`src/rtl/bcd_ctrl_pkg.sv`:
```
// rtl/bcd_ctrl_pkg.sv - shared types and constants for the BCD count controller
package bcd_ctrl_pkg;

  typedef enum logic [2:0] {
    IDLE,
    CLR,
    SETTLE,
    RUN,
    HOLD,
    DONE
  } state_t;

  localparam logic [1:0] OP_CLEAR      = 2'b00;
  localparam logic [1:0] OP_SET_TARGET = 2'b01;
  localparam logic [1:0] OP_START      = 2'b10;
  localparam logic [1:0] OP_STOP       = 2'b11;

  localparam logic [3:0] BCD_DIGIT_MAX = 4'd9;
  localparam logic [7:0] TARGET_RESET  = 8'h99;

  function automatic logic bcd_valid(input logic [7:0] v);
    return (v[7:4] <= BCD_DIGIT_MAX) && (v[3:0] <= BCD_DIGIT_MAX);
  endfunction

endpackage

```
`src/rtl/bcd_count_ctrl_if.sv`:
```
// rtl/bcd_count_ctrl_if.sv - command valid/ready bus into the BCD count controller
interface bcd_count_ctrl_if;

  logic       cmd_valid;
  logic       cmd_ready;
  logic [1:0] cmd_op;
  logic [7:0] cmd_data;

  modport master (
    output cmd_valid,
    output cmd_op,
    output cmd_data,
    input  cmd_ready
  );

  modport slave (
    input  cmd_valid,
    input  cmd_op,
    input  cmd_data,
    output cmd_ready
  );

endinterface

```
`src/rtl/bcd_ctrl_prescaler.sv`:
```
// rtl/bcd_ctrl_prescaler.sv - DIV-modulo counter producing one tick per DIV enabled clocks
module bcd_ctrl_prescaler #(
  parameter int DIV = 4
) (
  input  logic clk,
  input  logic rst_n,
  input  logic clr,
  input  logic en,
  output logic tick
);

  logic [7:0] cnt;

  assign tick = en && (cnt == 8'(DIV - 1));

  always_ff @(posedge clk or negedge rst_n) begin
    if (!rst_n) begin
      cnt <= '0;
    end else if (clr || tick) begin
      cnt <= '0;
    end else if (en) begin
      cnt <= cnt + 8'd1;
    end
  end

endmodule

```
`src/rtl/bcd_count_ctrl.sv`:
```
// rtl/bcd_count_ctrl.sv - BCD counter sequencing controller; BCD_CTRL_WDOG_EN adds a stall watchdog
module bcd_count_ctrl
  import bcd_ctrl_pkg::*;
#(
  parameter int DIV        = 4,
  parameter int WDOG_TICKS = 16
) (
  input  logic             clk,
  input  logic             rst_syn,
  bcd_count_ctrl_if.slave  cmd,
  input  logic [7:0]       bcd_q,
  output logic             bcd_load,
  output logic             bcd_en,
  output logic             busy,
  output logic             done,
  output logic             err
);

  if (DIV < 1 || DIV > 255 || WDOG_TICKS < 1 || WDOG_TICKS > 255) begin : g_param_check
    $error("bcd_count_ctrl: DIV and WDOG_TICKS must be in 1..255");
  end

  state_t     state, state_d;
  logic [7:0] target;
  logic       match, cmd_acc;
  logic       acc_clear, acc_set, acc_start, acc_stop;
  logic       wdog_trip, wdog_fire;
  logic       pre_clr, pre_en, tick;
  logic       busy_d, load_d, done_d;

  assign match         = (bcd_q == target);
  assign cmd.cmd_ready = (state == IDLE) || (state == HOLD) || ((state == RUN) && !match);
  assign cmd_acc       = cmd.cmd_valid && cmd.cmd_ready;
  assign acc_clear     = cmd_acc && (cmd.cmd_op == OP_CLEAR);
  assign acc_set       = cmd_acc && (cmd.cmd_op == OP_SET_TARGET);
  assign acc_start     = cmd_acc && (cmd.cmd_op == OP_START);
  assign acc_stop      = cmd_acc && (cmd.cmd_op == OP_STOP);

`ifdef BCD_CTRL_WDOG_EN
  logic [7:0] wdog_cnt;
  logic [7:0] bcd_q_prev;

  // Counts pulses that produced no visible change in the datapath count.
  always_ff @(posedge clk or negedge rst_syn) begin
    if (!rst_syn) begin
      wdog_cnt   <= '0;
      bcd_q_prev <= '0;
    end else begin
      bcd_q_prev <= bcd_q;
      if ((state != RUN) || (bcd_q != bcd_q_prev)) begin
        wdog_cnt <= '0;
      end else if (bcd_en && (wdog_cnt != 8'hFF)) begin
        wdog_cnt <= wdog_cnt + 8'd1;
      end
    end
  end

  assign wdog_trip = (wdog_cnt >= 8'(WDOG_TICKS));
`else
  assign wdog_trip = 1'b0;
`endif

  assign wdog_fire = (state == RUN) && !match && !cmd_acc && wdog_trip;

  always_ff @(posedge clk or negedge rst_syn) begin
    if (!rst_syn) begin
      state <= IDLE;
    end else begin
      state <= state_d;
    end
  end

  // A match in RUN wins over commands because cmd_ready is already low.
  always_comb begin
    state_d = state;
    case (state)
      IDLE, HOLD: begin
        if (acc_clear) begin
          state_d = CLR;
        end else if (acc_start) begin
          state_d = RUN;
        end
      end
      RUN: begin
        if (match) begin
          state_d = DONE;
        end else if (acc_clear) begin
          state_d = CLR;
        end else if (acc_stop || wdog_fire) begin
          state_d = HOLD;
        end
      end
      CLR:     state_d = SETTLE;
      SETTLE:  state_d = IDLE;
      DONE:    state_d = IDLE;
      default: state_d = IDLE;
    endcase
  end

  always_comb begin
    busy_d = (state_d == CLR) || (state_d == SETTLE) || (state_d == RUN);
    load_d = (state_d == CLR);
    done_d = (state_d == DONE);
  end

  assign pre_en  = (state == RUN) && (state_d == RUN);
  assign pre_clr = (acc_start && (state != RUN)) || (acc_stop && (state == RUN));

  bcd_ctrl_prescaler #(.DIV(DIV)) u_prescaler (
    .clk   (clk),
    .rst_n (rst_syn),
    .clr   (pre_clr),
    .en    (pre_en),
    .tick  (tick)
  );

  always_ff @(posedge clk or negedge rst_syn) begin
    if (!rst_syn) begin
      busy     <= 1'b0;
      bcd_load <= 1'b0;
      done     <= 1'b0;
      bcd_en   <= 1'b0;
    end else begin
      busy     <= busy_d;
      bcd_load <= load_d;
      done     <= done_d;
      bcd_en   <= tick;
    end
  end

  always_ff @(posedge clk or negedge rst_syn) begin
    if (!rst_syn) begin
      target <= TARGET_RESET;
      err    <= 1'b0;
    end else if (acc_clear) begin
      err <= 1'b0;
    end else if (acc_set) begin
      if ((state == RUN) || !bcd_valid(cmd.cmd_data)) begin
        err <= 1'b1;
      end else begin
        target <= cmd.cmd_data;
      end
    end else if (wdog_fire) begin
      err <= 1'b1;
    end
  end

endmodule

```
`src/flat_wrapper.sv`:
```
// flat-port wrapper written by rule: the top's interface ports become plain ports
module bcd_count_ctrl_flat import bcd_ctrl_pkg::*;
#(
  parameter int DIV        = 4,
  parameter int WDOG_TICKS = 16
)
  (clk, rst_syn, bcd_q, bcd_load, bcd_en, busy, done, err, cmd_cmd_valid, cmd_cmd_op, cmd_cmd_data, cmd_cmd_ready);
  bcd_count_ctrl_if cmd_i ();
  input  logic clk;
  input  logic rst_syn;
  input  logic [7:0] bcd_q;
  output logic bcd_load;
  output logic bcd_en;
  output logic busy;
  output logic done;
  output logic err;
  input wire logic [$bits(cmd_i.cmd_valid)-1:0] cmd_cmd_valid;
  input wire logic [$bits(cmd_i.cmd_op)-1:0] cmd_cmd_op;
  input wire logic [$bits(cmd_i.cmd_data)-1:0] cmd_cmd_data;
  output wire logic [$bits(cmd_i.cmd_ready)-1:0] cmd_cmd_ready;
  assign cmd_i.cmd_valid = cmd_cmd_valid;
  assign cmd_i.cmd_op = cmd_cmd_op;
  assign cmd_i.cmd_data = cmd_cmd_data;
  assign cmd_cmd_ready = cmd_i.cmd_ready;
  bcd_count_ctrl #(.DIV(DIV), .WDOG_TICKS(WDOG_TICKS)) u_core (.clk(clk), .rst_syn(rst_syn), .cmd(cmd_i), .bcd_q(bcd_q), .bcd_load(bcd_load), .bcd_en(bcd_en), .busy(busy), .done(done), .err(err));
endmodule
```
`config.mk`:
```
export PLATFORM = sky130hd
export DESIGN_NAME = bcd_count_ctrl_flat
export DESIGN_NICKNAME = d
export VERILOG_FILES = /design/src/rtl/bcd_ctrl_pkg.sv /design/src/rtl/bcd_count_ctrl_if.sv /design/src/rtl/bcd_ctrl_prescaler.sv /design/src/rtl/bcd_count_ctrl.sv /design/src/flat_wrapper.sv
export SDC_FILE = /design/constraint.sdc
export NUM_CORES = 1
export LEC_CHECK = 0
export CAP_MARGIN = 20
export CORE_MARGIN = 2
export CORE_UTILIZATION = 53
export DETAILED_ROUTE_END_ITERATION = 16
export GPL_TIMING_DRIVEN = 0
export PLACE_DENSITY = 0.83
export SLEW_MARGIN = 40
export SYNTH_ARGS = -nofsm -noshare
export SYNTH_HDL_FRONTEND = slang
export SYNTH_HIERARCHICAL = 1
export SYNTH_SLANG_ARGS = --single-unit
```
`constraint.sdc`:
```
create_clock -name clk -period 6.4 [get_ports clk]
set_input_delay 1.28 -clock clk [delete_from_list [all_inputs] [get_ports clk]]
set_output_delay 1.28 -clock clk [all_outputs]
set_load 0.03 [all_outputs]
```
# Word-level counts from Yosys, hierarchy flattened
# Cells that the tools add are included.
# word_totals
out_inout_bits	6
register_bits	24
inputBits	21
word_cells	65
# classes
n_eq_ne	13
mux	11
reduce_logical	28
n_addsub	1
n_lt_le_gt_ge	2
bitwise_logic	2
# ops
op	count
8-bit two-way mux	2
3-bit two-way mux	5
1-bit logical AND	11
3-bit by 2-bit equality test with 1-bit output (second input constant)	3
3-bit one-hot mux with 3 select lines	1
8-bit by 1-bit adder with 8-bit output (second input constant)	1
8-bit by 2-bit equality test with 1-bit output (second input constant)	1
8-bit equality test	1
4-bit less-or-equal comparator (second input constant)	2
1-bit logical OR	7
3-bit by 1-bit equality test with 1-bit output (second input constant)	2
3-bit equality test (second input constant)	2
2-bit nonzero test	3
2-bit equality test (second input constant)	2
3-bit zero test	1
1-bit two-way mux	3
3-bit by 2-bit inequality test with 1-bit output (second input constant)	1
3-bit AND reduction	1
2-bit by 1-bit equality test with 1-bit output (second input constant)	1
1-bit zero test	2
2-bit zero test	1
1-bit NOT	2
2-bit AND reduction	1
2-bit OR reduction	1

# Depth between registers and ports, before layout
# Gate-level depths: netlist of the first run.
# depth
depth_word	15
mapped_depth	8
ltp_nobuf	8

# Hierarchy
# Netlist of the first run, hierarchy kept.
# by_module_without_submodules
module	cells_each	area_each_um2	instances	seq_area_each_um2
bcd_count_ctrl	73	817.0	1	405.4
bcd_ctrl_prescaler	38	405.4	1	200.2

# Worst setup path before layout of the first run
# OpenSTA, ideal clock, no wires.
# synth_timing
kind	input -> output
start	input port bcd_q[5]
end	output port cmd_cmd_ready
t_required_ns	5.120
n_path_buf	0
path_slack_ns	3.029
arrival_time_ns	2.091
cell_stages	4
path_cell_list	xor2_1 > nor4_2 > a21o_2 > nand2_1
# synth_between
elab_chain_len	4
# synth_rtl
item	line_no	text
start, declared	flat_wrapper.sv:11	input logic [7:0] bcd_q;
8-bit equality test	bcd_count_ctrl.sv:31	assign match = (bcd_q == target);
1-bit zero test	bcd_count_ctrl.sv:32	assign cmd.cmd_ready = (state == IDLE) || (state == HOLD) || ((state == RUN) && !match);
1-bit logical AND	bcd_count_ctrl.sv:32	
1-bit logical OR	bcd_count_ctrl.sv:32	
end, declared	flat_wrapper.sv:20	output wire logic [$bits(cmd_i.cmd_ready)-1:0] cmd_cmd_ready;
# Every way passes these cells.

# Final worst setup path of the first run
# layout_timing
start	input port bcd_q[6]
end	output port cmd_cmd_ready
# The elaborated chain is that of the path after synthesis.

==> impl_metrics.xml, run 1 <==
<?xml version="1.0" encoding="UTF-8"?>
<metrics>
  <group name="outcome">
    <metric name="run_status" unit="">finished, final reports clean</metric>
  </group>
  <group name="power">
    <metric name="power.leakage" unit="nW">0.688</metric>
    <metric name="power_density" unit="mW/mm^2">299</metric>
    <metric name="ir_drop" unit="uV">226</metric>
  </group>
  <group name="clock_network">
    <metric name="cts.hold.buffers_added" unit="">0</metric>
    <metric name="clk-insertion-delay-late" unit="ns">0.32</metric>
    <metric name="cts_max_path_buffers" unit="">2</metric>
    <metric name="cts-htree-levels" unit="">1</metric>
    <metric name="clkSinkCount" unit="">24</metric>
    <metric name="cts_tree" unit="">yes</metric>
    <metric name="numCtsBuffers" unit="">3</metric>
    <metric name="post_cts_setup_buffer_count" unit="">0</metric>
    <metric name="cts.repair.resized" unit="">0</metric>
    <metric name="clk_root_buffer_cell" unit="">sky130_fd_sc_hd__clkbuf_4</metric>
    <metric name="clkSlewWorstSetupHoldPaths" unit="ns">0.13</metric>
  </group>
  <group name="detailed_routing">
    <metric name="drtPass1Iterations" unit="">4</metric>
    <metric name="routed_wl" unit="um">2260</metric>
    <metric name="drt_first_iter_violations" unit="">10</metric>
    <metric name="drt-vias-per-instance" unit="">5.56</metric>
    <metric name="detail_route.wl_per_cell" unit="um">13.4</metric>
    <metric name="drc" unit="">0</metric>
    <metric name="ant_nets" unit="">0</metric>
    <metric name="route.vias.total" unit="">934</metric>
  </group>
  <group name="floorplanning">
    <metric name="num_io_pins" unit="">27</metric>
    <metric name="core.rowCount" unit="">17</metric>
    <metric name="die_width" unit="um">52.0</metric>
    <metric name="dieArea" unit="mm^2">0.00271</metric>
    <metric name="chipHeight" unit="um">52.0</metric>
    <metric name="floorplan.initialDensity" unit="">0.558</metric>
    <metric name="core" unit="mm^2">0.00219</metric>
  </group>
  <group name="final_layout">
    <metric name="layout.nets" unit="">163</metric>
    <metric name="drive_above_1_share" unit="">0.171</metric>
    <metric name="fillers" unit="">165</metric>
    <metric name="relative_area_change_from_synthesis_to_final_layout" unit="%">27.2</metric>
    <metric name="n_antenna_cell" unit="">0</metric>
  </group>
  <group name="global_route">
    <metric name="gr_overflow_total" unit="">0</metric>
    <metric name="globalRouteTotalUtil" unit="">0.204</metric>
    <metric name="antenna_found_initial" unit="">0</metric>
    <metric name="grt_pass1_vias" unit="">911</metric>
    <metric name="grt_max_degree" unit="">25</metric>
    <metric name="grt_pass1_wl" unit="um">3930</metric>
  </group>
  <group name="place">
    <metric name="hpwl" unit="um">1810</metric>
    <metric name="placement.io_buffers" unit="">25</metric>
    <metric name="gp_congestion" unit="">0.832</metric>
  </group>
  <group name="synth">
    <metric name="flip_flop_cell_with_the_highest_count_after_synthesis" unit="">sky130_fd_sc_hd__dfrtp_1</metric>
    <metric name="synthDistinctLibCells" unit="">34</metric>
    <metric name="syn-mean-instance-area" unit="um^2">11.0</metric>
    <metric name="synth-edff-count" unit="">0</metric>
    <metric name="synth.top_cell.area_share" unit="">0.409</metric>
    <metric name="synthTopCellsByArea" unit="">sky130_fd_sc_hd__dfrtp_1, sky130_fd_sc_hd__dfstp_2, sky130_fd_sc_hd__xor2_1</metric>
    <metric name="syn_warnings" unit="">6</metric>
    <metric name="synthCells" unit="">111</metric>
    <metric name="synth_async_sr_flop_share" unit="">1.00</metric>
    <metric name="synth_seq_area_share" unit="">0.495</metric>
    <metric name="ys_ff_latch" unit="">24</metric>
    <metric name="post_synthesis_cell_area" unit="mm^2">0.00122</metric>
    <metric name="synth_nets" unit="">133</metric>
    <metric name="largest_area_contributor_in_the_netlist" unit="">sky130_fd_sc_hd__dfrtp_1</metric>
  </group>
  <group name="timing">
    <metric name="grt_setup_unrepaired" unit="">no</metric>
    <metric name="max_slew_margin" unit="">0.656</metric>
    <metric name="report.final.slew_viol_count" unit="">0</metric>
    <metric name="clock_skew" unit="ns">0.00444</metric>
    <metric name="finalSetupTns" unit="ns">0</metric>
    <metric name="max_slew.worst_pin.slew" unit="ns">0.516</metric>
    <metric name="fin_crit_sh" unit="">0.686</metric>
    <metric name="holdWs" unit="ns">0.533</metric>
    <metric name="period_minus_slack" unit="ns">4.39</metric>
    <metric name="finalSetupViolCount" unit="">0</metric>
    <metric name="max_freq" unit="MHz">228</metric>
    <metric name="finalHoldViolCount" unit="">0</metric>
  </group>
  <group name="worst_hold_path">
    <metric name="worst_hold_path_type" unit="">register to register</metric>
  </group>
  <group name="critical_path">
    <metric name="timing.critical_path.arrival" unit="ns">3.11</metric>
    <metric name="crit_path_start_kind" unit="">input pin</metric>
    <metric name="timing_worst_setup_path_type" unit="">input pin to output port</metric>
    <metric name="crit_path_frequent_cell" unit="">sky130_fd_sc_hd__clkdlybuf4s50_1</metric>
    <metric name="cp_delay_by_family_top" unit="">buffers and inverters</metric>
    <metric name="setup.worst_path.end_class" unit="">output port</metric>
    <metric name="slowest_stage" unit="">sky130_fd_sc_hd__clkdlybuf4s50_1</metric>
    <metric name="cp.buffers_inverters" unit="">2</metric>
    <metric name="crit_path_max_incr_delay" unit="ns">0.59</metric>
    <metric name="crit_required" unit="ns">5.12</metric>
    <metric name="critical_path.cell_chain" unit="">clkdlybuf4s50_1 &gt; xor2_1 &gt; nor4_2 &gt; a21o_2 &gt; nand2_1 &gt; clkdlybuf4s50_1</metric>
    <metric name="timing.critical_path.fanout_max" unit="">5</metric>
  </group>
  <group name="flow_run">
    <metric name="cap_viol_max_count" unit="">0</metric>
  </group>
</metrics>
==> cells in the mapped netlist (2+ instances only) <==
library cell               instances
sky130_fd_sc_hd__or3_1             2
sky130_fd_sc_hd__xnor2_1           2
sky130_fd_sc_hd__o21ai_0           5
sky130_fd_sc_hd__mux2i_1           2
sky130_fd_sc_hd__xor2_1           11
sky130_fd_sc_hd__dfstp_2           4
sky130_fd_sc_hd__nor4_2            2
sky130_fd_sc_hd__nand4_1           3
sky130_fd_sc_hd__nand2b_1          2
sky130_fd_sc_hd__nand3_1           2
sky130_fd_sc_hd__nand2_1           7
sky130_fd_sc_hd__a21oi_1           8
sky130_fd_sc_hd__nor2_1           10
sky130_fd_sc_hd__inv_1             5
sky130_fd_sc_hd__mux2_2            8
sky130_fd_sc_hd__dfrtp_1          20
==> final cells by class <==
| class | count | area, um^2 | share of cell area |
|---|---|---|---|
| well taps | 28 | 35.0 | 0.0225 |
| clock buffers | 3 | 22.5 | 0.0145 |
| multi-input cells | 81 | 594 | 0.382 |
| clock inverters | 1 | 30.0 | 0.0193 |
| repair buffers | 25 | 245 | 0.158 |
| inverters | 5 | 18.8 | 0.0121 |
| flip-flops and latches | 24 | 606 | 0.389 |
| plain buffers | 1 | 3.75 | 0.00241 |
==> worst min-delay path: cells and delay by family, from the launching register on <==
family                 cells  cell delay, ns
DFF                        1            0.40
AOI/OAI and AO/OA          1            0.05
buffers and inverters      1            0.06
==> sequential cells by signal, summed over array words and instances (netlist names) <==
signal and count:
u_core/done 1, u_core/err 1, u_core/u_prescaler/cnt 8, u_core/busy 1, u_core/state 3, u_core/bcd_load 1
u_core/target 8, u_core/bcd_en 1
==> through the flow <==
stage	util	instances	cell area, um^2	setup slack (ns)	power [mW]
final	0.710	168	1560	2.01	0.465
after global routing	0.710	168	1560	1.88	0.493
after CTS	0.710	168	1560	2.00	0.468
after detailed placement	0.686	164	1500	2.00	0.360
after global placement	0.688	164	1510	2.05	0.349
after floorplan	-	111	1220	3.03	0.307
==> cell usage in the layout (no fill, tap or decap), types with 2 or more instances in the layout <==
master and n:
sky130_fd_sc_hd__nand4_1 3, sky130_fd_sc_hd__or3_1 2, sky130_fd_sc_hd__nand2_1 7, sky130_fd_sc_hd__xor2_1 11
sky130_fd_sc_hd__nand3_1 2, sky130_fd_sc_hd__xnor2_1 2, sky130_fd_sc_hd__dfstp_2 4, sky130_fd_sc_hd__clkdlybuf4s50_1 24
sky130_fd_sc_hd__nand2b_1 2, sky130_fd_sc_hd__mux2_2 8, sky130_fd_sc_hd__dfrtp_1 20, sky130_fd_sc_hd__clkbuf_4 3
sky130_fd_sc_hd__inv_1 5, sky130_fd_sc_hd__a21oi_1 8, sky130_fd_sc_hd__o21ai_0 5, sky130_fd_sc_hd__mux2i_1 2
sky130_fd_sc_hd__nor4_2 2, sky130_fd_sc_hd__nor2_1 10
==> report_power, final <==
group,switching [mW],leakage (nW),internal (mW)
registers,0.0234,0.307,0.193
clock network,0.0468,0.0279,0.0634
logic,0.0694,0.353,0.0689
==> path summary, 6_finish.rpt <==
kind / to / slack, ns / cells past startpoint / startpoint
setup reg to reg: u_core/u_prescaler/cnt[5] / 3.96 / 7 / u_core/target[0]
hold / removal: u_core/err / 0.53 / 2 / u_core/err
hold reg to reg: u_core/err / 0.53 / 2 / u_core/err
setup / recovery: cmd_cmd_ready / 2.01 / 6 / bcd_q[6]
min in group asynchronous: u_core/u_prescaler/cnt[7] / 0.91 / 1 / rst_syn
max in group asynchronous: u_core/target[0] / 5.13 / 1 / rst_syn
==> kinds of logic after synthesis <==
kind of cell    after synthesis  share of synthesized area
flops                        24                      0.495
xor+xnor                     13                     0.0931
fa+ha+maj                     1                     0.0102
mux                          10                     0.0901
compound gates               21                      0.129
simple gates                 36                      0.164
buf+inv                       6                     0.0184
==> per-layer routing <==
layer,vias to the layer above,track usage,part of all wire
li1,451,-,-
met2,30,0.363,0.54
met3,4,0.0345,0.051
met4,0,0.118,0.021
met5,-,0,0
met1,449,0.224,0.39
(Power assumes the default switching activity.)
==> inputs of run 2 (changes only) <==
--- a/config.mk
+++ b/config.mk
@@ -7,10 +7,10 @@
 export LEC_CHECK = 0
 export CAP_MARGIN = 20
 export CORE_MARGIN = 2
-export CORE_UTILIZATION = 53
+export CORE_UTILIZATION = 49
 export DETAILED_ROUTE_END_ITERATION = 16
 export GPL_TIMING_DRIVEN = 0
-export PLACE_DENSITY = 0.83
+export PLACE_DENSITY = 0.78
 export SLEW_MARGIN = 40
 export SYNTH_ARGS = -nofsm -noshare
 export SYNTH_HDL_FRONTEND = slang
==> constraint.sdc (replaced) <==
create_clock -name clk -period 4.2 [get_ports clk]
set_input_delay 0.84 -clock clk [delete_from_list [all_inputs] [get_ports clk]]
set_output_delay 0.84 -clock clk [all_outputs]
set_load 0.03 [all_outputs]
==> run 2 against run 1 <==
  * Non-clock buffer count is the same
  * Count of clock-buffer cells in the layout is the same
  * Combinational power grew 52%
  * Via count grew 0.96%
  * Total power grew 38%
  * Utilization shrank 7.6 points
  * Sequential power grew 53%
  * Flip-flop and latch count is the same
  * Clock skew grew 0.0018 ns
  * Routed wire length grew 8.2%
  * Die area grew 7.5%
  * Critical path type unchanged
  * Critical endpoint unchanged
  * Largest cell class unchanged
  * Largest power group unchanged
==> impl_metrics.xml, run 2 (same netlist as run 1, synthesis figures left out) <==
<?xml version="1.0" encoding="UTF-8"?>
<metrics>
  <group name="outcome">
    <metric name="run_status" unit="">finished, final reports clean</metric>
  </group>
  <group name="global_route">
    <metric name="antenna_found_initial" unit="">0</metric>
    <metric name="grt_pass1_wl" unit="um">3890</metric>
    <metric name="gr_overflow_total" unit="">0</metric>
    <metric name="grt_pass1_vias" unit="">881</metric>
    <metric name="grt_max_degree" unit="">25</metric>
    <metric name="globalRouteTotalUtil" unit="">0.188</metric>
  </group>
  <group name="floorplanning">
    <metric name="core.rowCount" unit="">18</metric>
    <metric name="die_width" unit="um">53.9</metric>
    <metric name="dieArea" unit="mm^2">0.00291</metric>
    <metric name="chipHeight" unit="um">53.9</metric>
    <metric name="floorplan.initialDensity" unit="">0.507</metric>
    <metric name="num_io_pins" unit="">27</metric>
    <metric name="core" unit="mm^2">0.00241</metric>
  </group>
  <group name="clock_network">
    <metric name="post_cts_setup_buffer_count" unit="">0</metric>
    <metric name="cts_tree" unit="">yes</metric>
    <metric name="clk-insertion-delay-late" unit="ns">0.31</metric>
    <metric name="cts.hold.buffers_added" unit="">0</metric>
    <metric name="cts-htree-levels" unit="">1</metric>
    <metric name="cts_max_path_buffers" unit="">2</metric>
    <metric name="numCtsBuffers" unit="">3</metric>
    <metric name="clkSinkCount" unit="">24</metric>
    <metric name="clkSlewWorstSetupHoldPaths" unit="ns">0.13</metric>
    <metric name="cts.repair.resized" unit="">0</metric>
    <metric name="clk_root_buffer_cell" unit="">sky130_fd_sc_hd__clkbuf_4</metric>
  </group>
  <group name="power">
    <metric name="power.leakage" unit="nW">0.674</metric>
    <metric name="sw_frac_of_total" unit="">0.324</metric>
    <metric name="switching_power" unit="mW">0.208</metric>
    <metric name="ir_drop" unit="uV">348</metric>
    <metric name="p_int" unit="mW">0.433</metric>
    <metric name="clkPwrFrac" unit="">0.155</metric>
    <metric name="share_comb_of_total_power" unit="">0.328</metric>
    <metric name="power_density" unit="mW/mm^2">420</metric>
    <metric name="p_seq_frac" unit="">0.517</metric>
  </group>
  <group name="timing">
    <metric name="grt_setup_unrepaired" unit="">no</metric>
    <metric name="clock_skew" unit="ns">0.00623</metric>
    <metric name="finalHoldViolCount" unit="">0</metric>
    <metric name="max_slew.worst_pin.slew" unit="ns">0.538</metric>
    <metric name="period_minus_slack" unit="ns">3.44</metric>
    <metric name="max_slew_margin" unit="">0.641</metric>
    <metric name="finalSetupViolCount" unit="">0</metric>
    <metric name="finalSetupTns" unit="ns">0</metric>
    <metric name="report.final.slew_viol_count" unit="">0</metric>
    <metric name="setup_ws" unit="ns">0.760</metric>
    <metric name="fin_crit_sh" unit="">0.819</metric>
    <metric name="max_freq" unit="MHz">291</metric>
  </group>
  <group name="critical_path">
    <metric name="crit_path_frequent_cell" unit="">sky130_fd_sc_hd__clkdlybuf4s50_1</metric>
    <metric name="setup.worst_path.start" unit="">bcd_q[5]</metric>
    <metric name="timing_worst_setup_path_type" unit="">input pin to output port</metric>
    <metric name="timing.critical_path.fanout_max" unit="">5</metric>
    <metric name="timing.critical_path.arrival" unit="ns">2.60</metric>
    <metric name="crit_path_start_kind" unit="">input pin</metric>
    <metric name="setup.worst_path.end_class" unit="">output port</metric>
    <metric name="worst-r2r-cell-count" unit="">7</metric>
    <metric name="critical_path.cell_chain" unit="">clkdlybuf4s50_1 &gt; xor2_1 &gt; nor4_2 &gt; a21o_2 &gt; nand2_1 &gt; clkdlybuf4s50_1</metric>
    <metric name="slowest_stage" unit="">sky130_fd_sc_hd__clkdlybuf4s50_1</metric>
    <metric name="regToRegEndpoint" unit="">u_core/u_prescaler/cnt[5]</metric>
    <metric name="crit-reg2reg-launch" unit="">u_core/target[7]</metric>
    <metric name="regToRegSetupSlack" unit="ns">1.71</metric>
    <metric name="crit_required" unit="ns">3.36</metric>
    <metric name="crit_path_max_incr_delay" unit="ns">0.59</metric>
  </group>
  <group name="final_layout">
    <metric name="relative_area_change_from_synthesis_to_final_layout" unit="%">25.0</metric>
    <metric name="layout.nets" unit="">163</metric>
    <metric name="fillers" unit="">196</metric>
    <metric name="drive_above_1_share" unit="">0.165</metric>
    <metric name="biggestRegsByFlops" unit="">u_core/target (8), u_core/u_prescaler/cnt (8), u_core/state (3)</metric>
    <metric name="n_antenna_cell" unit="">0</metric>
    <metric name="layout_commonest_cell" unit="">sky130_fd_sc_hd__clkdlybuf4s50_1</metric>
    <metric name="most_used_cells_in_the_layout_excluding_fill_and_tap_cells" unit="">sky130_fd_sc_hd__clkdlybuf4s50_1, sky130_fd_sc_hd__dfrtp_1, sky130_fd_sc_hd__xor2_1</metric>
  </group>
  <group name="detailed_routing">
    <metric name="routed_wl" unit="um">2440</metric>
    <metric name="routed.top_layer" unit="">met4</metric>
    <metric name="drc" unit="">0</metric>
    <metric name="drtPass1Iterations" unit="">4</metric>
    <metric name="ant_nets" unit="">0</metric>
    <metric name="drt_first_iter_violations" unit="">23</metric>
    <metric name="route.vias.total" unit="">943</metric>
    <metric name="detail_route.wl_per_cell" unit="um">14.5</metric>
    <metric name="drt-vias-per-instance" unit="">5.58</metric>
    <metric name="met1_length" unit="um">1070</metric>
    <metric name="met2_wire_length" unit="um">1210</metric>
    <metric name="met3_length" unit="um">154</metric>
  </group>
  <group name="place">
    <metric name="detailedPlace.worstSlack" unit="ns">0.751</metric>
    <metric name="gp_congestion" unit="">0.817</metric>
    <metric name="hpwl" unit="um">1830</metric>
    <metric name="placement.io_buffers" unit="">25</metric>
  </group>
  <group name="flow_run">
    <metric name="cap_viol_max_count" unit="">0</metric>
  </group>
  <group name="worst_hold_path">
    <metric name="worst_hold_path_type" unit="">input pin to async pin</metric>
  </group>
</metrics>
run 2: cell types whose count changed in the layout (fill, tap and decap cells not counted):
cell	previous run	this run
sky130_fd_sc_hd__bufinv_16	1	0
run 2: layout make-up:
cell class              count  area, um^2  share of cell area
flip-flops and latches     24         606               0.396
multi-input cells          81         594               0.389
repair buffers             25         245               0.161
well taps                  30        37.5              0.0246
clock buffers               3        22.5              0.0147
inverters                   5        18.8              0.0123
plain buffers               1        3.75             0.00246
run 2: power groups by stage:
stage | logic, mW | registers, mW | clock network, mW
4_1_cts | 0.210 | 0.332 | 0.101
3_3_place_gp | 0.201 | 0.331 | 0
5_1_grt | 0.231 | 0.338 | 0.113
6_report | 0.210 | 0.331 | 0.0995
3_5_place_dp | 0.208 | 0.336 | 0
2_1_floorplan | 0.125 | 0.343 | 0
run 2: worst max path at each step:
| stage | endpoint | slack [ns] |
|---|---|---|
| 2_1_floorplan | u_core/u_prescaler/cnt[5] | 1.67 |
| 3_3_place_gp | cmd_cmd_ready | 0.74 |
| 3_5_place_dp | cmd_cmd_ready | 0.75 |
| 4_1_cts | cmd_cmd_ready | 0.74 |
| 5_1_grt | cmd_cmd_ready | 0.69 |
| 6_report | cmd_cmd_ready | 0.76 |
run 2: per-layer routing:
| metal | track usage | vias up |
|---|---|---|
| met5 | 0 | - |
| met4 | 0.0769 | 0 |
| met3 | 0.0306 | 2 |
| met2 | 0.333 | 37 |
| met1 | 0.225 | 453 |
| li1 | - | 451 |
run 2: worst max-delay path, delay by kind of cell:
family	cells	cell delay, ns
compound gates	1	0.22
xor+xnor	1	0.15
buf+inv	2	1.00
simple gates	2	0.38
run 2: stage by stage:
step	area (um^2)	util	cells	power [mW]	hold slack (ns)
after floorplan	1220	-	111	0.468	0.488
after global placement	1510	0.627	166	0.532	0.503
after detailed placement	1510	0.625	166	0.544	0.524
after CTS	1530	0.634	169	0.643	0.502
after global routing	1530	0.634	169	0.683	0.509
final	1530	0.634	169	0.641	0.488
==> RTL change 1, RTL diff (settings of run 1) <==
Encoding of `state_t`: now one-hot (6 bits for 6 states).
--- a/src/rtl/bcd_ctrl_pkg.sv
+++ b/src/rtl/bcd_ctrl_pkg.sv
@@ -1,13 +1,13 @@
 // rtl/bcd_ctrl_pkg.sv - shared types and constants for the BCD count controller
 package bcd_ctrl_pkg;
 
-  typedef enum logic [2:0] {
-    IDLE,
-    CLR,
-    SETTLE,
-    RUN,
-    HOLD,
-    DONE
+  typedef enum logic [5:0] {
+    IDLE   = 6'b000001,
+    CLR    = 6'b000010,
+    SETTLE = 6'b000100,
+    RUN    = 6'b001000,
+    HOLD   = 6'b010000,
+    DONE   = 6'b100000
   } state_t;
 
   localparam logic [1:0] OP_CLEAR      = 2'b00;
Behaviour: no difference found for any inputs over 4 cycles, from zero or initial values and one cycle with rst_syn low; so few cycles prove little.
==> RTL change 1 against run 1 <==
  * Area after synthesis rose by 13%
  * Routed wire length grew 24%
  * Power shrank 6.0%
  * Synthesized cell count rose by 13%
  * Final cell count grew 9.5%
  * Die area grew 12%
  * Count of clock-buffer cells in the layout grew 1
  * Hold slack worse by 0.011 ns
  * Sequential cell count up 3
  * Final area rose by 9.0%
  * Sequential power up 6%
  * Setup slack got worse by 0.38 ns
  * Highest routed layer unchanged
==> RTL change 1: results (changes against run 1) <==
\begin{tabular}{lr}
\hline
Metric & Value \\
\hline
\multicolumn{2}{l}{\textbf{Outcome}} \\
Status & finished clean (unchanged) \\
\multicolumn{2}{l}{\textbf{Power and ir drop}} \\
Switching power total & 137 uW (was 140 uW) \\
Leakage & 0.702 nW (was 0.688 nW) \\
IR Drop Worst-Case VDD & 0.159 mV (was 0.226 mV) \\
\multicolumn{2}{l}{\textbf{Hold path}} \\
Type of the worst min-delay path & reg2reg (unchanged) \\
\multicolumn{2}{l}{\textbf{Placement}} \\
Final estimated routing congestion in global placement & 0.719 (was 0.832) \\
Input/output buffers & 25 (unchanged) \\
Placed Cells & 180 (was 164) \\
DPL Wire Length & 2110 um (was 1810 um) \\
\multicolumn{2}{l}{\textbf{Synthesis}} \\
Proportion of synthesized chip area in sequential cells & 49.2\% (was 49.5\%) \\
Gate Count Post-Synth & 125 (was 111) \\
Yosys warning count & 6 (unchanged) \\
Post-synth cell types & 37 (was 34) \\
Post-synth net total & 147 (was 133) \\
Ranking of synthesized cells by instance count & dfrtp\_1, nor2\_1, o21ai\_0, xnor2\_1 (was dfrtp\_1, xor2\_1, nor2\_1, a21oi\_1, mux2\_2) \\
Synth Flop Type & dfrtp\_1 (unchanged) \\
Leading post-synthesis cells by cell area & dfrtp\_1, dfstp\_2, xnor2\_1 (was dfrtp\_1, dfstp\_2, xor2\_1) \\
\multicolumn{2}{l}{\textbf{Finish}} \\
Post-Layout Cell Count & 184 (was 168) \\
Number of filler cells placed in the layout & 200 (was 165) \\
Largest registers in the final layout & u\_core/target: 8 flops, u\_core/u\_prescaler/cnt: 8 flops, u\_core/state: 6 flops (was u\_core/target: 8 flops, u\_core/u\_prescaler/cnt: 8 flops, u\_core/state: 3 flops) \\
Proportion of layout cells with a drive suffix above 1 & 14.3\% (was 17.1\%) \\
\multicolumn{2}{l}{\textbf{Clock tree}} \\
Buffer levels on the longest clock path & 2 (unchanged) \\
Cts repair resizes & 0 (unchanged) \\
TritonCTS Buffers & 3 (unchanged) \\
Post-CTS Repair Setup Buffers & 0 (unchanged) \\
Level count of the clock H-tree & 1 (unchanged) \\
Clk Tree Root Cell & clkbuf\_4 (unchanged) \\
\multicolumn{2}{l}{\textbf{Route}} \\
Sum of routed wire length over all layers & 2800 um (was 2260 um) \\
Iteration count of the initial detailed-routing pass & 5 (was 4) \\
Initial detailed-routing violation count & 21 (was 10) \\
Vias & 1082 (was 934) \\
\multicolumn{2}{l}{\textbf{Timing}} \\
Worst slew margin & 61.3\% (was 65.6\%) \\
Setup clock skew after layout & 0.00757 ns (was 0.00444 ns) \\
\multicolumn{2}{l}{\textbf{Critical path}} \\
CP arrival & 3.49 ns (was 3.11 ns) \\
Largest fanout on the critical path & 7 (was 5) \\
\multicolumn{2}{l}{\textbf{Global routing}} \\
GRT Util Overall & 21.0\% (was 20.4\%) \\
Pin count of the biggest net entering global routing & 28 (was 25) \\
Global-route wire length before repair & 4400 um (was 3930 um) \\
\hline
\end{tabular}
[RTL change 1: cell count changes in the layout (fill, tap and decap cells not counted), sizes merged, moves of 2 or more]
cell,delta
nor2,+2
inv,-2
a21o,-2
xor2,-7
nand2b,+2
dfrtp,+2
nor3,+3
o21a,+2
xnor2,+7
o21ai,+4
[RTL change 1: stage by stage]
step | power [mW] | area (sq um) | util (%) | worst slack, ns | hold slack (ns)
CTS | 0.442 | 1700 | 68.4 | 1.63 | 0.530
detailed placement | 0.369 | 1670 | 67.4 | 1.64 | 0.495
global route | 0.462 | 1700 | 68.4 | 1.53 | 0.556
finish | 0.437 | 1700 | 68.4 | 1.63 | 0.522
floorplan | 0.321 | 1390 | - | 2.81 | 0.459
global placement | 0.359 | 1670 | 67.6 | 1.74 | 0.481
[RTL change 1: area by class of cell]
cell class | count | share of cell area (%)
Timing Repair Buffer | 25 | 14.5
Multi-Input combinational cell | 93 | 40.0
Clock buffer | 4 | 1.55
Inverter | 3 | 0.664
Tap cell | 30 | 2.21
Buffer | 2 | 0.886
Sequential cell | 27 | 40.2
[RTL change 1: kinds of logic (layout without fill, tap and decap cells)]
group | Yosys count | in the layout | synth area share, %
and+or+nand+nor | 43 | 43 | 18.6
AOI/OAI and AO/OA | 27 | 27 | 14.0
DFF | 27 | 27 | 49.2
muxes | 9 | 9 | 7.22
adders and majority gates | 1 | 1 | 0.902
xor gates and xnor gates | 13 | 13 | 8.21
buffers and inverters | 5 | 34 | 1.89
[RTL change 1: path summary, 6_finish.rpt]
kind | startpoint | to | slack [ns] | cells after the start
worst max-delay path | bcd_q[0] | cmd_cmd_ready | 1.63 | 8
worst min-delay path | u_core/err | u_core/err | 0.52 | 1
worst max register to register | u_core/state[5] | u_core/u_prescaler/cnt[5] | 3.65 | 7
worst min register to register | u_core/err | u_core/err | 0.52 | 1
max in group asynchronous | rst_syn | u_core/target[4] | 5.09 | 1
min in group asynchronous | rst_syn | u_core/state[4] | 0.92 | 1
[RTL change 1: per-layer routing]
layer | vias up | share of wire (%) | GRT usage, %
li1 | 516 | - | -
met2 | 38 | 47 | 36.5
met5 | - | 0 | 0
met3 | 5 | 6.8 | 4.03
met4 | 0 | 2.0 | 13.4
met1 | 523 | 44 | 23.3
[RTL change 1: worst max-delay path: stages]
cell and delay, ns:
clkdlybuf4s50_1 0.48, xnor2_1 0.13, nand2_1 0.12, o41ai_2 0.52, and2_1 0.21, buf_6 0.12
inv_1 0.04, clkdlybuf4s50_1 0.58
[RTL change 1: power groups by stage]
stage                     clock network [mW]  logic [mW]  registers [mW]
after floorplan                            0      0.0848           0.236
final                                 0.0727       0.135           0.229
after CTS                             0.0760       0.137           0.230
after global placement                     0       0.129           0.231
after detailed placement                   0       0.136           0.233
after global routing                  0.0806       0.147           0.234
==> RTL change 2, RTL diff (config.mk and constraints of run 1) <==
Without the edit above. The package constant `BCD_DIGIT_MAX` goes from 4'd9 to 4'd4.
--- a/src/rtl/bcd_ctrl_pkg.sv
+++ b/src/rtl/bcd_ctrl_pkg.sv
@@ -15,7 +15,7 @@
   localparam logic [1:0] OP_START      = 2'b10;
   localparam logic [1:0] OP_STOP       = 2'b11;
 
-  localparam logic [3:0] BCD_DIGIT_MAX = 4'd9;
+  localparam logic [3:0] BCD_DIGIT_MAX = 4'd4;
   localparam logic [7:0] TARGET_RESET  = 8'h99;
 
   function automatic logic bcd_valid(input logic [7:0] v);
Behaviour: not the same (Yosys sat finds a counterexample within 4 cycles, from zero or initial values and one cycle with rst_syn low).
==> RTL change 2 against run 1 <==
  * Area after synthesis is 0.20% lower
  * Final area is 1.2% lower
  * Sequential cell count stayed put
  * First-iteration DRC count is 40% higher
  * Setup slack worse by 0.096 ns
  * Hold slack worse by 0.013 ns
  * Non-clock buffer count is 1 higher
  * Routed wire length hardly changed
  * Die area is 0.19% lower
  * Via count is 0.11% higher
  * Sequential share of layout area is 0.48 points higher
  * Power is 20% lower
  * Core utilization is 0.86 points lower
  * Critical path type unchanged
  * Largest power group unchanged
==> RTL change 2: results (changes against run 1) <==
\begin{tabular}{lr}
\hline
Metric & Value \\
\hline
\multicolumn{2}{l}{\textbf{Synthesis}} \\
Proportion of synthesized chip area in sequential cells & 49.6\% (was 49.5\%) \\
Post-synth net total & 132 (was 133) \\
Ranking of synthesized cells by instance count & dfrtp\_1, xnor2\_1, nor2\_1, nand2\_1, o21ai\_0 (was dfrtp\_1, xor2\_1, nor2\_1, a21oi\_1, mux2\_2) \\
\multicolumn{2}{l}{\textbf{Finish}} \\
Number of diodes & 0 (unchanged) \\
Net total in the final layout & 162 (was 163) \\
Proportion of layout cells with a drive suffix above 1 & 17.3\% (was 17.1\%) \\
\multicolumn{2}{l}{\textbf{Timing}} \\
Setup clock skew after layout & 0.00308 ns (was 0.00444 ns) \\
Worst slew margin & 65.6\% (about the same) \\
\multicolumn{2}{l}{\textbf{Placement}} \\
Final estimated routing congestion in global placement & 0.831 (was 0.832) \\
Post-place instance area & 1500 sq um (about the same) \\
DPL Wire Length & 1770 um (was 1810 um) \\
\multicolumn{2}{l}{\textbf{Route}} \\
Post-detailed-route wirelength per cell & 13.5 um (was 13.4 um) \\
Post-detailed-route via-to-cell ratio & 5.60 (was 5.56) \\
Initial detailed-routing violation count & 14 (was 10) \\
\multicolumn{2}{l}{\textbf{Power and ir drop}} \\
Leakage & 0.629 nW (was 0.688 nW) \\
Switching share of total power & 29.5\% (was 30.0\%) \\
IR Drop Worst-Case VDD & 0.156 mV (was 0.226 mV) \\
\multicolumn{2}{l}{\textbf{Hold path}} \\
Type of the worst min-delay path & reg2reg (unchanged) \\
Hold Path Cell Cnt & 1 (was 2) \\
\multicolumn{2}{l}{\textbf{Global routing}} \\
Vias in the first global route & 956 (was 911) \\
Global-route wire length before repair & 3990 um (was 3930 um) \\
GRT Util Overall & 20.2\% (was 20.4\%) \\
\multicolumn{2}{l}{\textbf{Outcome}} \\
Status & finished clean (unchanged) \\
\multicolumn{2}{l}{\textbf{Critical path}} \\
Startpoint of the worst-slack reg-to-reg timing path & u\_core/target[7] (was u\_core/target[0]) \\
Cells on worst reg2reg path & 7 (unchanged) \\
Setup slack, reg-to-reg & 4.09 ns (was 3.96 ns) \\
Largest fanout on the critical path & 4 (was 5) \\
\hline
\end{tabular}
==> RTL change 2: per-layer routing <==
| layer | vias to the layer above | wire (um) | global-route usage, % |
|---|---|---|---|
| met5 | - | 0 | 0 |
| met3 | 2 | 133 | 3.16 |
| met2 | 27 | 1100 | 35.7 |
| met4 | 0 | 13 | 7.89 |
| li1 | 448 | - | - |
| met1 | 458 | 1010 | 24.4 |
==> RTL change 2: kinds of logic (layout without fill, tap and decap cells) <==
group	count (synthesis)	in the layout	share of synthesized area [%]
AND/OR/NAND/NOR	39	39	18.1
AO/OA/AOI/OAI	20	20	13.2
multiplexers	8	8	7.18
adder cells (fa/ha/maj)	1	1	1.03
flip-flops	24	24	49.6
buffers and inverters	5	34	1.54
XOR/XNOR	13	13	9.33
==> RTL change 2: how the worst max path moves through the flow <==
stage | from | slack, ns | endpoint
floorplan | bcd_q[2] | 2.97 | cmd_cmd_ready
global placement | bcd_q[4] | 1.93 | cmd_cmd_ready
detailed placement | bcd_q[4] | 1.90 | cmd_cmd_ready
CTS | bcd_q[4] | 1.89 | cmd_cmd_ready
global route | bcd_q[0] | 1.81 | cmd_cmd_ready
finish | bcd_q[0] | 1.91 | cmd_cmd_ready
==> RTL change 2: worst register-to-register path, stage by stage, from the launching register on <==
cell,delay [ns]
dfstp_2,0.56
xnor2_1,0.06
nand4_1,0.19
nor2_1,0.11
nor2_1,0.36
nand4_1,0.29
or3_2,0.52
a21oi_1,0.15
==> RTL change 2: cell type report <==
cell class,count,area (sq um)
flip-flops and latches,24,606
fillers,173,654
multi-input cells,81,596
clock buffers,4,36.3
inverters,3,11.3
repair buffers,25,245
plain buffers,2,7.51
well taps,28,35.0
==> RTL change 2: metrics by stage <==
stage	instances	setup WS, ns	power [mW]	hold WS, ns
after global routing	167	1.81	0.396	0.565
after global placement	163	1.93	0.294	0.485
final	167	1.91	0.373	0.520
after floorplan	110	2.97	0.257	0.472
after detailed placement	163	1.90	0.299	0.503
after CTS	167	1.89	0.378	0.530
==> RTL change 2: power by group through the flow <==
stage / Clock [mW] / Sequential, mW / Combinational, mW
final: 0.0783 / 0.188 / 0.107
after global routing: 0.0873 / 0.192 / 0.117
after detailed placement: 0 / 0.191 / 0.108
after floorplan: 0 / 0.199 / 0.0578
after CTS: 0.0820 / 0.188 / 0.108
after global placement: 0 / 0.190 / 0.104
